===== src/rtl/shapool_pkg.sv =====
// Constants and the result-collector state encoding shared by the shapool
// pool, result and IO blocks.
package shapool_pkg;
  localparam int NONCE_WIDTH_DEF    = 32;
  localparam int POOL_SIZE_LOG2_DEF = 2;

  typedef enum logic [1:0] {
    IDLE   = 2'b00,
    ARMED  = 2'b01,
    HALTED = 2'b10
  } rc_state_e;
endpackage


===== src/rtl/result_collector_if.sv =====
// Pool-side success/job signals and IO-side result stream of result_collector.
interface result_collector_if import shapool_pkg::*; #(
  parameter int NONCE_WIDTH     = NONCE_WIDTH_DEF,
  parameter int POOL_SIZE_LOG2  = POOL_SIZE_LOG2_DEF,
  parameter int FIFO_DEPTH_LOG2 = 2
);
  logic                      job_start;
  logic                      shapool_success;
  logic [NONCE_WIDTH-1:0]    shapool_nonce;
  logic [POOL_SIZE_LOG2-1:0] shapool_index;
  logic                      result_valid;
  logic [NONCE_WIDTH-1:0]    result_data;
  logic                      result_ready;
  logic                      pool_halt;
  logic                      overflow;
  logic [FIFO_DEPTH_LOG2:0]  result_count;

  modport master (
    output job_start, shapool_success, shapool_nonce, shapool_index, result_ready,
    input  result_valid, result_data, pool_halt, overflow, result_count
  );

  modport slave (
    input  job_start, shapool_success, shapool_nonce, shapool_index, result_ready,
    output result_valid, result_data, pool_halt, overflow, result_count
  );
endinterface


===== src/rtl/result_fifo.sv =====
// First-word-fall-through FIFO with separate occupancy count; head output
// holds the last shown word while empty.
module result_fifo #(
  parameter int WIDTH      = 32,
  parameter int DEPTH_LOG2 = 2
) (
  input  logic                  clk,
  input  logic                  reset,
  input  logic                  clear,
  input  logic                  push,
  input  logic [WIDTH-1:0]      push_data,
  input  logic                  pop,
  output logic [WIDTH-1:0]      head_data,
  output logic [DEPTH_LOG2:0]   count,
  output logic                  full,
  output logic                  empty
);
  localparam int DEPTH = 1 << DEPTH_LOG2;
  localparam int PW    = (DEPTH_LOG2 > 0) ? DEPTH_LOG2 : 1;
  localparam int CW    = DEPTH_LOG2 + 1;

  logic [WIDTH-1:0] mem_q [DEPTH];
  logic [PW-1:0]    wr_ptr_q, wr_ptr_d, rd_ptr_q, rd_ptr_d;
  logic [CW-1:0]    count_q, count_d;
  logic [WIDTH-1:0] hold_q, hold_d;
  logic             do_push, do_pop;

  function automatic logic [PW-1:0] ptr_inc(input logic [PW-1:0] p);
    return (p == PW'(DEPTH - 1)) ? '0 : p + PW'(1);
  endfunction

  assign empty     = (count_q == '0);
  assign full      = (count_q == CW'(DEPTH));
  assign count     = count_q;
  assign head_data = empty ? hold_q : mem_q[rd_ptr_q];
  assign do_pop    = pop && !empty;
  assign do_push   = push && (!full || do_pop);

  always_comb begin
    wr_ptr_d = wr_ptr_q;
    rd_ptr_d = rd_ptr_q;
    count_d  = count_q;
    // Track the visible head so it survives a drain or a clear.
    hold_d   = empty ? hold_q : mem_q[rd_ptr_q];
    if (clear) begin
      wr_ptr_d = '0;
      rd_ptr_d = '0;
      count_d  = '0;
    end else begin
      if (do_push) wr_ptr_d = ptr_inc(wr_ptr_q);
      if (do_pop)  rd_ptr_d = ptr_inc(rd_ptr_q);
      count_d = count_q + CW'(do_push) - CW'(do_pop);
    end
  end

  always_ff @(posedge clk) begin
    if (do_push && !clear) mem_q[wr_ptr_q] <= push_data;
  end

  always_ff @(posedge clk or posedge reset) begin
    if (reset) begin
      wr_ptr_q <= '0;
      rd_ptr_q <= '0;
      count_q  <= '0;
      hold_q   <= '0;
    end else begin
      wr_ptr_q <= wr_ptr_d;
      rd_ptr_q <= rd_ptr_d;
      count_q  <= count_d;
      hold_q   <= hold_d;
    end
  end
endmodule


===== src/rtl/result_collector.sv =====
// Corrects winning nonces from the shapool cores, buffers them for the IO block
// and back-pressures the pool. RESULT_COLLECTOR_DEDUP_EN drops repeat nonces.
module result_collector import shapool_pkg::*; #(
  parameter int NONCE_WIDTH     = NONCE_WIDTH_DEF,
  parameter int POOL_SIZE_LOG2  = POOL_SIZE_LOG2_DEF,
  parameter int FIFO_DEPTH_LOG2 = 2
) (
  input logic               clk,
  input logic               reset,
  result_collector_if.slave bus
);
  localparam int L     = NONCE_WIDTH - POOL_SIZE_LOG2;
  localparam int DEPTH = 1 << FIFO_DEPTH_LOG2;
  localparam int CW    = FIFO_DEPTH_LOG2 + 1;

  rc_state_e              state_q, state_d;
  logic                   corr_vld_q, corr_vld_d;
  logic [NONCE_WIDTH-1:0] corr_q, corr_d;
  logic                   ovf_q, ovf_d;
  logic                   push_req, accept, pop, full, empty;
  logic [CW-1:0]          count, count_nxt;

  // The index field is rebuilt from the reporting core, so the decrement
  // never borrows into it.
  always_comb begin
    corr_vld_d = bus.shapool_success && (state_q != IDLE) && !bus.job_start;
    corr_d     = {bus.shapool_index, bus.shapool_nonce[L-1:0] - L'(1)};
  end

`ifdef RESULT_COLLECTOR_DEDUP_EN
  logic [NONCE_WIDTH-1:0] last_q, last_d;
  logic                   last_vld_q, last_vld_d;

  always_comb begin
    last_d     = last_q;
    last_vld_d = last_vld_q;
    if (bus.job_start) begin
      last_vld_d = 1'b0;
    end else if (accept) begin
      last_d     = corr_q;
      last_vld_d = 1'b1;
    end
  end

  always_ff @(posedge clk or posedge reset) begin
    if (reset) begin
      last_q     <= '0;
      last_vld_q <= 1'b0;
    end else begin
      last_q     <= last_d;
      last_vld_q <= last_vld_d;
    end
  end

  assign push_req = corr_vld_q && !(last_vld_q && (last_q == corr_q));
`else
  assign push_req = corr_vld_q;
`endif

  assign pop       = bus.result_ready && !empty;
  assign accept    = push_req && !bus.job_start && (!full || pop);
  assign count_nxt = count + CW'(accept) - CW'(pop);

  always_comb begin
    state_d = state_q;
    ovf_d   = ovf_q;
    if (bus.job_start) begin
      state_d = ARMED;
      ovf_d   = 1'b0;
    end else begin
      if (push_req && full && !pop) ovf_d = 1'b1;
      if (state_q != IDLE) state_d = (count_nxt == CW'(DEPTH)) ? HALTED : ARMED;
    end
  end

  always_ff @(posedge clk or posedge reset) begin
    if (reset) begin
      state_q    <= IDLE;
      corr_vld_q <= 1'b0;
      corr_q     <= '0;
      ovf_q      <= 1'b0;
    end else begin
      state_q    <= state_d;
      corr_vld_q <= corr_vld_d;
      corr_q     <= corr_d;
      ovf_q      <= ovf_d;
    end
  end

  result_fifo #(
    .WIDTH      (NONCE_WIDTH),
    .DEPTH_LOG2 (FIFO_DEPTH_LOG2)
  ) u_fifo (
    .clk       (clk),
    .reset     (reset),
    .clear     (bus.job_start),
    .push      (accept),
    .push_data (corr_q),
    .pop       (pop),
    .head_data (bus.result_data),
    .count     (count),
    .full      (full),
    .empty     (empty)
  );

  assign bus.result_valid = !empty;
  assign bus.result_count = count;
  assign bus.pool_halt    = (state_q == HALTED);
  assign bus.overflow     = ovf_q;
endmodule


===== src/flat_wrapper.sv =====
// flat-port wrapper written by rule: the top's interface ports become plain ports
module result_collector_flat import shapool_pkg::*;
#(
  parameter int NONCE_WIDTH     = NONCE_WIDTH_DEF,
  parameter int POOL_SIZE_LOG2  = POOL_SIZE_LOG2_DEF,
  parameter int FIFO_DEPTH_LOG2 = 2
)
  (clk, reset, bus_job_start, bus_shapool_success, bus_shapool_nonce, bus_shapool_index, bus_result_ready, bus_result_valid, bus_result_data, bus_pool_halt, bus_overflow, bus_result_count);
  result_collector_if #(.NONCE_WIDTH(NONCE_WIDTH), .POOL_SIZE_LOG2(POOL_SIZE_LOG2), .FIFO_DEPTH_LOG2(FIFO_DEPTH_LOG2)) bus_i ();
  input logic clk;
  input logic reset;
  input wire logic [$bits(bus_i.job_start)-1:0] bus_job_start;
  input wire logic [$bits(bus_i.shapool_success)-1:0] bus_shapool_success;
  input wire logic [$bits(bus_i.shapool_nonce)-1:0] bus_shapool_nonce;
  input wire logic [$bits(bus_i.shapool_index)-1:0] bus_shapool_index;
  input wire logic [$bits(bus_i.result_ready)-1:0] bus_result_ready;
  output wire logic [$bits(bus_i.result_valid)-1:0] bus_result_valid;
  output wire logic [$bits(bus_i.result_data)-1:0] bus_result_data;
  output wire logic [$bits(bus_i.pool_halt)-1:0] bus_pool_halt;
  output wire logic [$bits(bus_i.overflow)-1:0] bus_overflow;
  output wire logic [$bits(bus_i.result_count)-1:0] bus_result_count;
  assign bus_i.job_start = bus_job_start;
  assign bus_i.shapool_success = bus_shapool_success;
  assign bus_i.shapool_nonce = bus_shapool_nonce;
  assign bus_i.shapool_index = bus_shapool_index;
  assign bus_i.result_ready = bus_result_ready;
  assign bus_result_valid = bus_i.result_valid;
  assign bus_result_data = bus_i.result_data;
  assign bus_pool_halt = bus_i.pool_halt;
  assign bus_overflow = bus_i.overflow;
  assign bus_result_count = bus_i.result_count;
  result_collector #(.NONCE_WIDTH(NONCE_WIDTH), .POOL_SIZE_LOG2(POOL_SIZE_LOG2), .FIFO_DEPTH_LOG2(FIFO_DEPTH_LOG2)) u_core (.clk(clk), .reset(reset), .bus(bus_i));
endmodule

===== config.mk =====
export PLATFORM = sky130hd
export DESIGN_NAME = result_collector_flat
export DESIGN_NICKNAME = d
export VERILOG_FILES = /design/src/rtl/shapool_pkg.sv /design/src/rtl/result_collector_if.sv /design/src/rtl/result_fifo.sv /design/src/rtl/result_collector.sv /design/src/flat_wrapper.sv
export SDC_FILE = /design/constraint.sdc
export NUM_CORES = 1
export LEC_CHECK = 0
export BUFFER_PORTS_ARGS = -buffer_cell sky130_fd_sc_hd__clkbuf_2
export CORE_MARGIN = 10
export CORE_UTILIZATION = 39
export CTS_BUF_LIST = sky130_fd_sc_hd__clkbuf_8
export DETAILED_ROUTE_END_ITERATION = 7
export SYNTH_ARGS = -nofsm -noshare
export SYNTH_HDL_FRONTEND = slang
export SYNTH_SLANG_ARGS = --single-unit

===== constraint.sdc =====
create_clock -name clk -period 3 [get_ports clk]
set_input_delay 0.6 -clock clk [delete_from_list [all_inputs] [get_ports clk]]
set_output_delay 0.6 -clock clk [all_outputs]
set_load 0.005 [all_outputs]

Word-level counts from Yosys, hierarchy flattened
Memory sizes are Yosys's and may differ from the RTL's.
Index checks and enable logic that the tools add are counted.
{ "classes": {"n_addsub": 7, "eq_ne": 5, "n_mux": 15, "reduce_logical": 22} }
{ "ops": {"columns": ["operator", "n"], "rows": [
  ["32-bit 2-to-1 mux", 1],
  ["30-bit by 1-bit subtractor with 30-bit output (second input constant)", 1],
  ["2-bit 2-to-1 mux", 9],
  ["1-bit logical AND", 10],
  ["2-bit nonzero test", 5],
  ["3-bit by 1-bit adder with 3-bit output", 2],
  ["2-bit equality test (second input constant)", 3],
  ["3-bit equality test (second input constant)", 2],
  ["3-bit by 1-bit subtractor with 3-bit output", 2],
  ["2-bit by 1-bit adder with 2-bit output (second input constant)", 2],
  ["1-bit zero test", 4],
  ["1-bit 2-to-1 mux", 4],
  ["3-bit zero test", 1],
  ["3-bit 2-to-1 mux", 1],
  ["1-bit logical OR", 2]
]} }
{ "totals": {"ff_bits": 75, "ramBits": 128, "inputBits": 39, "out_inout_bits": 38, "elab_cells": 58, "n_memories": 1} }
{ "mem_list": {"columns": ["name", "words", "width", "rd", "rd_clocked_by_memory_dff", "write_ports", "line", "rtl"], "rows": [
  ["u_core.u_fifo.mem_q", 4, 32, 1, 0, 1, "result_fifo.sv:22", "logic [WIDTH-1:0] mem_q [DEPTH];"]
]} }

Logic depth before layout (Yosys ltp)
Gate-level depths: netlist of run 1.
{ "logic_depth": {"word_depth": 11, "depth_mapped": 10, "ltp_nobuf": 9} }

Modules after synthesis
Synthesis of run 1 repeated with hierarchy kept, for this count alone.
{ "hier_totals": {"cells_unflattened": 422, "hier_area_um2": 7932.6} }
{ "modules_own_cells": {"columns": ["mod", "instances", "cells_each", "area_each_um2", "seq_area_each_um2"], "rows": [
  ["result_fifo", 1, 282, 6287.3, 4819.6],
  ["result_collector", 1, 140, 1645.3, 900.9]
]} }

Worst setup path after synthesis of run 1
No wires, ideal clock.
{ "synth_timing": {"path_kind": "register to register", "startpoint": "reg u_core.u_fifo.count_q[2], in the netlist u_core.u_fifo.count[2]", "endpoint": "reg u_core.state_q[0]", "setup_time_ps": 124, "t_arrival_ps": 2647, "required_time_ps": 2876, "slack_ps": 230, "path_stages_with_launch": 11, "n_path_buf": 2, "period_less_slack_ps": 2770, "path_cell_list": "dfrtp_1 -> or3_1 -> buf_2 -> buf_1 -> nand3_1 -> nand2_1 -> ha_1 -> fa_1 -> xor2_1 -> or4_1 -> o31a_1"} }
{ "synth_between": {"elab_chain_cells": 11, "word_cells_on_any_way": 13, "classes_between": "add/sub: 2; eq/ne: 2; mux: 3; reduce/logical: 6"} }
{ "synth_lines": {"columns": ["item", "line", "rtl"], "rows": [
  ["start, declared", "result_fifo.sv:24", "logic [CW-1:0] count_q, count_d;"],
  ["start signal, assigned", "result_fifo.sv:69", "count_q <= count_d;"],
  ["3-bit zero test *", "result_fifo.sv:32", "assign empty = (count_q == '0);"],
  ["1-bit zero test *", null, null],
  ["named net bus_result_valid", "flat_wrapper.sv:17", "output wire logic [$bits(bus_i.result_valid)-1:0] bus_result_valid;"],
  ["1-bit logical AND *", "result_collector.sv:60", "assign pop = bus.result_ready && !empty;"],
  ["1-bit logical OR", "result_collector.sv:61", "assign accept = push_req && !bus.job_start && (!full || pop);"],
  ["1-bit logical AND", "result_collector.sv:61", null],
  ["3-bit by 1-bit adder with 3-bit output", "result_collector.sv:62", "assign count_nxt = count + CW'(accept) - CW'(pop);"],
  ["3-bit by 1-bit subtractor with 3-bit output *", "result_collector.sv:62", null],
  ["3-bit equality test *", "result_collector.sv:72", "if (state_q != IDLE) state_d = (count_nxt == CW'(DEPTH)) ? HALTED : ARMED;"],
  ["2-bit 2-to-1 mux * (2 in series)", "result_collector.sv:72", null],
  ["2-bit 2-to-1 mux *", "result_collector.sv:67", "if (bus.job_start) begin"],
  ["end signal, assigned", "result_collector.sv:83", "state_q <= state_d;"],
  ["end, declared", "result_collector.sv:16", "rc_state_e state_q, state_d;"]
]} }
Mark *: on every way through the listed nets, which the timed path passes. The rest lies on a longest branch. The select of a mux whose other input is x is not followed.
A chain may end at the register's enable or synchronous reset.

Worst setup path in the final report of run 1
{ "layout_timing": {"startpoint": "reg u_core.u_fifo.count_q[1], in the netlist u_core.u_fifo.count[1]", "endpoint": "out bus_result_data[22]"} }
{ "layout_between": {"elab_chain_cells": 2} }
{ "layout_lines": {"columns": ["item", "line", "rtl"], "rows": [
  ["3-bit zero test", "result_fifo.sv:32", null],
  ["32-bit 2-to-1 mux", null, null],
  ["end, declared", "flat_wrapper.sv:18", "output wire logic [$bits(bus_i.result_data)-1:0] bus_result_data;"]
]} }
Every way passes these cells.

==> metrics.md, run 1 <==
| Metric | Value |
|---|---|
| Outcome | `complete, no violations` |
| Placement Rows | `51` |
| GRT Overall Usage | `0.121` |
| WP data required | `2400 ps` |
| Via/cell ratio | `4.86` |
| Largest net degree at the start of global routing | `42` |
| Hold_buf cts | `0` |
| CP max stage cell | `or3_2` |
| Post-CTS Setup Bufs | `0` |
| Post-DRT Antenna Nets | `0` |
| CTS tree | `yes` |
| Drt total wl | `15300 um` |
| Initial Util | `0.400` |
| Netlist Area Pre-Place | `0.00783 mm^2` |
| Worst slack at placement | `217 ps` |
| GR Util met2 | `0.206` |
| M3 GR Usage | `0.0354` |
| Diodes inserted | `0` |
| Fin cells | `816` |
| Min Tclk post-route | `2830 ps` |
| Register area share after synthesis | `0.730` |
| Crit path cell chain | `or3_2 -> buf_4 -> mux2_2 -> clkbuf_2` |
| GR Overflow Total | `0` |
| Pre-antenna DRT Iters | `4` |
| Synth Area in Adders | `0.0179` |
| Die height | `162 um` |
| Crit start category | `flop` |
| Final Max Tran Viols | `0` |
| Max Root-Sink Buffers | `3` |
| Critical path class | `flop to output pin` |
| CP Capture Type | `output pin` |
| Avg Cell Area, Syn | `18.8 um^2` |
| Synth Area in Compound Gates | `0.00767` |
| Total number of vias | `3967` |
| Die area | `0.0262 mm^2` |
| Dpl hpwl | `9740 um` |
| Sink Count | `203` |
| Data arrival time of the worst path | `2230 ps` |
| Yosys warns | `0` |
| Post-synthesis mux area share | `0.138` |
| # DRC | `0` |
| Final setup margin | `168 ps` |
| Clk Latency, worst-skew pair | `510 ps` |
| TritonCTS Buffers | `35` |
| Layout cell share with drive strength beyond 1 | `0.390` |
| HP Class | `input port to async pin` |
| Power, Total | `7.80 mW` |
| I/O pin count | `77` |
| CP max stage delay | `490 ps` |
| Final setup viols | `0` |
| Syn_nets | `466` |
| Final worst path period share | `0.944` |
| Post-Synth Simple-Gate Area | `0.0586` |
| Syn-to-layout area delta | `18.8%` |
| Filler cell count | `1678` |
| Global routing's busiest layer | `met2` |
| Largest family of logic cells by synthesized area | `multiplexers` |
| CTS Root Cell | `clkbuf_8` |
| Vias in the first global route | `4560` |
| F_max | `353 MHz` |
| Setup TNS | `0 ps` |
| Die width | `162 um` |
| First-pass GRT wire length | `24700 um` |
| Crit path max fanout | `22` |
| I/O Buffers | `74` |
| Hold Vio Cnt, Final | `0` |
| Final setup skew | `12.8 ps` |
| Dominant synthesized flop cell | `edfxtp_1` |
| GPL Wtd Cong | `0.788` |
| Dpl cells | `752` |
| Initial drt markers | `196` |
| H-tree depth | `2` |
| Synth Register Bits | `203` |
| EDFF count, synth | `128` |
| Relative slew slack | `0.555` |
| # resized after CTS | `0` |
| Worst-margin pin slew | `667 ps` |
| Max-Cap Viols | `0` |
| Synthesized instance count | `417` |
| Initial antenna violation count | `0` |
| Yosys cell types | `40` |
| Clock transition at path regs | `50 ps` |
| Core region area | `0.0196 mm^2` |
| RSZ-0062 raised after global routing | `false` |
| Async SR Flop Fraction | `0.369` |
| Final net count | `573` |
| Worst VDD drop | `0.000312 V` |
| P_leak | `3.48 nW` |
| Synth Area in XOR/XNOR | `0.0324` |
| Worst R2R Path Depth | `8` |
| Routed WL per cell | `18.7 um` |
| Global Route met1 Usage | `0.138` |
| Pwr dens | `838 mW/mm^2` |
area by class of cell:
cell class	count	area [um^2]	share of cell area
flip-flops and latches	203	5720	0.615
multi-input cells	188	2000	0.215
clock buffers	42	578	0.0621
repair buffers	87	543	0.0583
well taps	265	332	0.0356
clock inverters	22	100	0.0108
inverters	9	35.0	0.00376
cells in the mapped netlist, types with 3 or more instances:
cell,count,share of area
dfrtp_1,75,0.24
a21oi_1,3,0.0019
nand3b_1,3,0.0029
nor2_1,14,0.0067
inv_1,9,0.0043
nand2_1,12,0.0057
ha_1,8,0.013
and2_1,4,0.0032
mux2_2,32,0.046
nand3_1,7,0.0045
or4_1,6,0.0057
xnor2_1,20,0.022
o31ai_1,3,0.0029
clkbuf_1,8,0.0038
mux4_2,32,0.092
buf_2,5,0.0032
nand4b_1,3,0.0034
nor3_1,6,0.0038
xor2_1,9,0.010
edfxtp_1,128,0.49
or3_1,3,0.0024
nand4_1,3,0.0024
layout by cell type, fill, tap and decap left out, drive strengths merged, types with 2 or more instances in the layout:
cell type and n:
clkbuf 116, and2 4, nand4 3, clkinv 6, mux2 32, nand2 12, nand4b 3, o31ai 3
dfrtp 75, or3 3, nor2 16, nor4 3, or4 8, buf 13, mux4 32, clkinvlp 2
inv 23, a21oi 3, edfxtp 128, ha 8, fa 2, xor2 9, nand2b 2, nor3 7
nand3b 3, xnor2 20, nand3 7, nor2b 2
state kept, by name, indices dropped and copies added, names as in the netlist:
name                    count
u_core.bus.overflow         1
u_core.corr_q              32
u_core.corr_vld_q           1
u_core.state_q              2
u_core.u_fifo.count         3
u_core.u_fifo.hold_q       32
u_core.u_fifo.mem_q       128
u_core.u_fifo.rd_ptr_q      2
u_core.u_fifo.wr_ptr_q      2
stage by stage:
stage	instance area (um^2)	hold slack [ps]	utilization
global placement	8630	462	0.441
CTS	9310	143	0.475
detailed placement	8630	480	0.441
finish	9310	150	0.475
global route	9310	168	0.475
floorplan	7830	455	-
power by group:
part | internal (mW) | switching, mW | leakage, nW | total [mW]
Sequential | 3.33 | 0.123 | 2.04 | 3.45
Clock | 1.28 | 1.06 | 0.399 | 2.34
Combinational | 1.03 | 0.976 | 1.03 | 2.01
Total | 5.64 | 2.16 | 3.48 | 7.80
logic make-up after synthesis:
family | after synthesis
mux | 64
compound gates | 9
buf+inv | 26
flops | 203
xor+xnor | 29
fa+ha+maj | 10
simple gates | 76
per-layer routing:
layer	wire [um]	vias up
met2	7750	94
met1	6170	2014
met4	504	0
met5	0	-
met3	837	42
li1	-	1817
worst max-delay path: cells and delay by family, from the launching register on:
family	cells	cell delay [ps]
muxes	1	370
DFF	1	460
buffers and inverters	2	400
and+or+nand+nor	1	490
path summary, 6_finish.rpt:
kind / startpoint / endpoint / slack, ps
worst max register to register: u_core.u_fifo.count[1] / u_core.state_q[0] / 360
worst min register to register: u_core.corr_q[24] / u_core.u_fifo.mem_q[2][24] / 490
worst max-delay path: u_core.u_fifo.count[1] / bus_result_data[22] / 170
max in group asynchronous: reset / u_core.u_fifo.hold_q[31] / 2170
worst min-delay path: reset / u_core.state_q[0] / 150
min in group clk: bus_shapool_index[0] / u_core.corr_q[30] / 210
(Power assumes the default switching activity.)
==> run 2, diff against run 1 <==
- REMOVE_ABC_BUFFERS: unset -> 1
- clock period: 3 -> 2.5 ns (I/O delays scaled with it)
==> metrics.md, run 2 (synthesis results as in run 1) <==
| Metric | Value |
|---|---|
| Outcome | `complete, but fails checks` |
| Failing checks | `negative setup slack` |
| Largest net degree at the start of global routing | `76 (+81%)` |
| Relative slew slack | `0.371 (-0.184)` |
| Pwr dens | `1030 mW/mm^2 (+23%)` |
| CP Capture Type | `output pin` |
| WP data required | `2000 ps (-400 ps)` |
| Initial drt markers | `200 (+2.0%)` |
| RSZ-0062 raised after global routing | `true` |
| TritonCTS Buffers | `34 (-2.9%)` |
| Sw Share | `0.275 (-0.00178)` |
| Initial Util | `0.400 (unchanged)` |
| Combinational power share | `0.311 (+0.053)` |
| I/O pin count | `77 (unchanged)` |
| Die height | `162 um (unchanged)` |
| Clk network pwr share | `0.266 (-0.034)` |
| H-tree depth | `2 (unchanged)` |
| Routed WL per cell | `18.4 um (-1.6%)` |
| Drt total wl | `15300 um (+0.12%)` |
| Commonest cells after routing, fill and taps aside | `edfxtp_1, clkbuf_2, dfrtp_1, clkbuf_8` |
| Max-Cap Viols | `0 (unchanged)` |
| Diodes inserted | `0 (unchanged)` |
| Setup TNS | `-1330 ps (-1330 ps)` |
| P_leak | `3.68 nW (+5.7%)` |
| Hold Vio Cnt, Final | `0 (unchanged)` |
| Sink Count | `203 (unchanged)` |
| Data arrival time of the worst path | `2090 ps (-140 ps)` |
| Max reg flops | `128 (unchanged)` |
| Placement Rows | `51 (unchanged)` |
| Worst slack at placement | `-210 ps (-427 ps)` |
| GR Overflow Total | `0 (unchanged)` |
| F_max | `386 MHz` |
| Largest regs | `u_core.u_fifo.mem_q: 128 flops, u_core.corr_q: 32 flops, u_core.u_fifo.hold_q: 32 flops` |
| Final setup skew | `9.64 ps (-3.19 ps)` |
| Sw power | `2.71 mW (+25%)` |
| CP max stage cell | `mux4_2` |
| Layout cell share with drive strength beyond 1 | `0.414 (+0.0240)` |
| Clk Latency, worst-skew pair | `500 ps (about the same)` |
| Crit start category | `flop` |
| Worst-margin pin slew | `943 ps (+277 ps)` |
| Largest Register | `u_core.u_fifo.mem_q` |
| Max Root-Sink Buffers | `3 (unchanged)` |
| CP bufs+invs | `3 (+1)` |
| Final setup viols | `31 (+31)` |
| Initial antenna violation count | `0 (unchanged)` |
| Sequential Power Share | `0.422 (-0.021)` |
| Crit path max fanout | `8 (-64%)` |
| CP max stage delay | `530 ps (+40 ps)` |
| I/O Buffers | `74 (unchanged)` |
| Critical path class | `flop to output pin` |
| Final Max Tran Viols | `0 (unchanged)` |
| Via/cell ratio | `4.80 (-1.2%)` |
| Dpl hpwl | `9430 um (-3.2%)` |
| # DRC | `0 (unchanged)` |
| Int Pwr | `7.13 mW (+26%)` |
| First-pass GRT wire length | `24200 um (-2.2%)` |
| Final setup margin | `-87.3 ps (-255 ps)` |
| Total number of vias | `3986 (+0.48%)` |
| Post-DRT Antenna Nets | `0 (unchanged)` |
| Syn-to-layout area delta | `21.7%` |
| Die area | `0.0262 mm^2 (unchanged)` |
| Min Tclk post-route | `2590 ps` |
| Worst VDD drop | `0.000419 V (+34%)` |
| CTS Root Cell | `clkbuf_8` |
| GPL Wtd Cong | `0.761 (-3.5%)` |
| Core region area | `0.0196 mm^2 (unchanged)` |
| Cell family with most CP delay | `multiplexers` |
| Most common cell after layout, fill and taps aside | `edfxtp_1` |
| GRT Overall Usage | `0.118 (-0.00308)` |
| Vias in the first global route | `4405 (-3.4%)` |
| CTS tree | `yes` |
| Pre-antenna DRT Iters | `4 (unchanged)` |
| Clock transition at path regs | `60 ps (about the same)` |
| Hold_buf cts | `0 (unchanged)` |
| Final net count | `589 (+2.8%)` |
| Final worst path period share | `1.03` |
| HP Class | `input port to async pin` |
| Die width | `162 um (unchanged)` |
| Crit path cell chain | `buf_4 -> buf_12 -> mux4_2 -> mux2_4 -> clkbuf_2` |
| Power, Total | `9.83 mW (+26%)` |
## run 2: cell types whose count changed in the layout (fill, tap and decap cells not counted), moves of 2 or more
cell and delta:
buf_4 +16, buf_12 -3, mux2_4 +32, clkinv_2 +2
mux2_2 -32, clkbuf_8 -4, buf_6 +3
## run 2: final cells by class
| type | instances | area (um^2) |
|---|---|---|
| Multi-Input combinational cell | 188 | 2150 |
| Clock inverter | 23 | 97.6 |
| Tap cell | 265 | 332 |
| Timing Repair Buffer | 104 | 674 |
| Fill cell | 1662 | 10100 |
| Sequential cell | 203 | 5720 |
| Inverter | 9 | 35.0 |
| Clock buffer | 38 | 523 |
## run 2: final timing paths
kind / cells after the start / end / slack [ps] / startpoint
setup / recovery: 5 / bus_result_data[26] / -90 / u_core.u_fifo.rd_ptr_q[0]
hold / removal: 3 / u_core.u_fifo.hold_q[3] / 70 / reset
setup reg to reg: 8 / u_core.state_q[0] / 40 / u_core.u_fifo.count[0]
hold reg to reg: 0 / u_core.u_fifo.mem_q[1][26] / 490 / u_core.corr_q[26]
max in group asynchronous: 3 / u_core.u_fifo.rd_ptr_q[0] / 2070 / reset
min in group clk: 1 / u_core.corr_q[31] / 110 / bus_shapool_index[1]
## run 2: repair_timing
item / CTS / global route
gates resized for setup: 32 / 15
pin swaps: 0 / 4
setup buffers: 4 / 5
setup endpoints to repair: 34 / 34
gates cloned: 1 / 0
## run 2: power by group through the flow
stage	combinational (mW)	sequential, mW	clock, mW
after global routing	3.35	4.19	2.89
after CTS	3.00	4.15	2.72
after global placement	2.51	4.18	0
after floorplan	1.37	4.26	0
final	3.06	4.15	2.62
after detailed placement	2.55	4.21	0
## run 2: per-stage QoR
step                      std cells  hold slack (ps)  cell area, um^2  utilization
after floorplan                 400              455             7750            -
after global placement          759              462             8650        0.441
after detailed placement        759              478             8650        0.441
after CTS                       825             71.1             9440        0.482
after global routing            830             76.0             9540        0.487
final                           830             73.3             9540        0.487
## run 2: worst min-delay path, cell delays in order
cell and delay (ps):
clkbuf_2 90, clkinv_2 50, buf_12 350
## run 2: per-layer routing
| layer | wire, um | GRT usage | part of all wire | vias to the layer above |
|---|---|---|---|---|
| met5 | 0 | 0 | 0 | - |
| met4 | 218 | 0.0422 | 0.014 | 0 |
| met3 | 897 | 0.0351 | 0.059 | 21 |
| met2 | 7700 | 0.197 | 0.50 | 105 |
| met1 | 6470 | 0.142 | 0.42 | 2018 |
| li1 | - | - | - | 1842 |
==> run 3, diff against run 2 <==
- clock period: 2.5 -> 3.16 ns (I/O delays scaled with it)
==> metrics.md, run 3 (synthesis results as in run 1) <==
| Metric | Value |
|---|---|
| Outcome | `complete, no violations` |
| Worst r2r src | `u_core.u_fifo.count[1]` |
| F_max | `339 MHz` |
| Most common cell after layout, fill and taps aside | `edfxtp_1` |
| I/O pin count | `77 (unchanged)` |
| Largest Register | `u_core.u_fifo.mem_q` |
| Final setup skew | `24.8 ps (+15.1 ps)` |
| Worst R2R Path Depth | `8 (unchanged)` |
| Worst VDD drop | `0.000237 V (-44%)` |
| Syn-to-layout area delta | `19.1%` |
| Largest net degree at the start of global routing | `35 (-54%)` |
| Setup TNS | `0 ps (+1330 ps)` |
| Final setup viols | `0 (-100%)` |
| Data arrival time of the worst path | `2320 ps (+230 ps)` |
| Max reg flops | `128 (unchanged)` |
| Max Root-Sink Buffers | `3 (unchanged)` |
| CP max stage cell | `dfrtp_4` |
| Die height | `162 um (unchanged)` |
| GPL Wtd Cong | `0.758 (-0.37%)` |
| GRT Overall Usage | `0.118 (+0.000301)` |
| Initial Util | `0.400 (unchanged)` |
| Core region area | `0.0196 mm^2 (unchanged)` |
| Die area | `0.0262 mm^2 (unchanged)` |
| HP Class | `input port to async pin` |
| Initial antenna violation count | `0 (unchanged)` |
| Vias in the first global route | `4546 (+3.2%)` |
| First-pass GRT wire length | `24300 um (+0.63%)` |
| Post-CTS Setup Bufs | `0 (-4)` |
| Pwr dens | `809 mW/mm^2 (-22%)` |
| RSZ-0062 raised after global routing | `false` |
| Initial drt markers | `224 (+12%)` |
| Via/cell ratio | `4.84 (+0.75%)` |
| Dpl hpwl | `9600 um (+1.8%)` |
| Layout cell share with drive strength beyond 1 | `0.390 (-0.0240)` |
| R2r setup slk | `500 ps (+460 ps)` |
| H-tree depth | `2 (unchanged)` |
| CP Capture Type | `output pin` |
| Post-DRT Antenna Nets | `0 (unchanged)` |
| Sink Count | `203 (unchanged)` |
| Worst slack at placement | `351 ps (+560 ps)` |
| Final setup margin | `211 ps (+298 ps)` |
| Crit path cell chain | `buf_4 -> mux4_2 -> mux2_2 -> clkbuf_2` |
| Relative slew slack | `0.555 (+0.184)` |
| CP max stage delay | `620 ps (+90 ps)` |
| Clk Latency, worst-skew pair | `510 ps (about the same)` |
| # DRC | `0 (unchanged)` |
| Crit start category | `flop` |
| Crit path max fanout | `14 (+6)` |
| Drt total wl | `14900 um (-2.4%)` |
| Hold Vio Cnt, Final | `0 (unchanged)` |
| Worst-margin pin slew | `667 ps (-277 ps)` |
| Die width | `162 um (unchanged)` |
| Placement Rows | `51 (unchanged)` |
| Pre-antenna DRT Iters | `4 (unchanged)` |
| I/O Buffers | `74 (unchanged)` |
| Routed WL per cell | `18.2 um (-0.89%)` |
| Final Max Tran Viols | `0 (unchanged)` |
| TritonCTS Buffers | `35 (+2.9%)` |
| CTS Root Cell | `clkbuf_8` |
| Commonest cells after routing, fill and taps aside | `edfxtp_1, clkbuf_2, dfrtp_1, clkbuf_8` |
| WP data required | `2530 ps (+530 ps)` |
| Hold_ws | `180 ps (+107 ps)` |
| Final net count | `574 (-2.5%)` |
| CTS tree | `yes` |
| Largest regs | `u_core.u_fifo.mem_q: 128 flops, u_core.corr_q: 32 flops, u_core.u_fifo.hold_q: 32 flops` |
| Min Tclk post-route | `2950 ps` |
| Critical path class | `flop to output pin` |
| P_leak | `3.49 nW (-5.1%)` |
| Reg-to-reg endpoint | `u_core.state_q[0]` |
| GR Overflow Total | `0 (unchanged)` |
| Total number of vias | `3953 (-0.83%)` |
| Final worst path period share | `0.933` |
| Clock transition at path regs | `60 ps (about the same)` |
| Max-Cap Viols | `0 (unchanged)` |
==> run 3: final cells by class <==
type	instances	area, um^2
fill	1712	10300
sequential	203	5720
multi-input combinational	188	2000
clock buffer	40	551
timing repair buffer	88	513
tap	265	332
clock inverter	23	174
inverter	9	35.0
antenna	1	2.50
==> run 3: power breakdown <==
group	internal [mW]	switching [mW]	leakage, nW
Clock	1.40	0.989	0.414
Sequential	3.16	0.152	2.04
Combinational	0.980	0.864	1.03
Total	5.55	2.01	3.49
==> run 3: how the worst max path moves through the flow <==
stage                              start                  to  slack [ps]  cells past startpoint
2_1_floorplan     u_core.u_fifo.count[1]   u_core.state_q[0]         110                      9
3_3_place_gp            bus_result_ready   u_core.state_q[0]         360                     10
3_5_place_dp            bus_result_ready   u_core.state_q[0]         350                     10
4_1_cts        u_core.u_fifo.rd_ptr_q[0]  bus_result_data[7]         120                      4
5_1_grt        u_core.u_fifo.rd_ptr_q[0]  bus_result_data[7]          60                      4
6_report       u_core.u_fifo.rd_ptr_q[0]  bus_result_data[7]         210                      4
==> run 3: timing repair <==
action	in CTS	in global routing
gates resized for setup	1	0
setup endpoints to repair	1	0
hold buffers	0	0
==> run 3: worst max-delay path: cells and delay by family, from the launching register on <==
kind	cells	cell delay, ps
multiplexers	2	810
flip-flops	1	620
buffers and inverters	2	380
==> run 3: through the flow <==
stage	cell area, um^2	cells	power [mW]	utilization
after CTS	9330	816	7.72	0.476
after global placement	8600	753	5.23	0.439
after detailed placement	8600	753	5.28	0.439
final	9330	817	7.55	0.476
after global routing	9330	816	8.02	0.476
after floorplan	7750	400	4.46	-
==> run 3: per-layer routing <==
layer	wire length [um]	up-vias	GRT usage
met2	7750	100	0.206
met5	0	-	0
met4	326	0	0.0455
met3	911	28	0.0313
met1	5930	2007	0.136
li1	-	1818	-
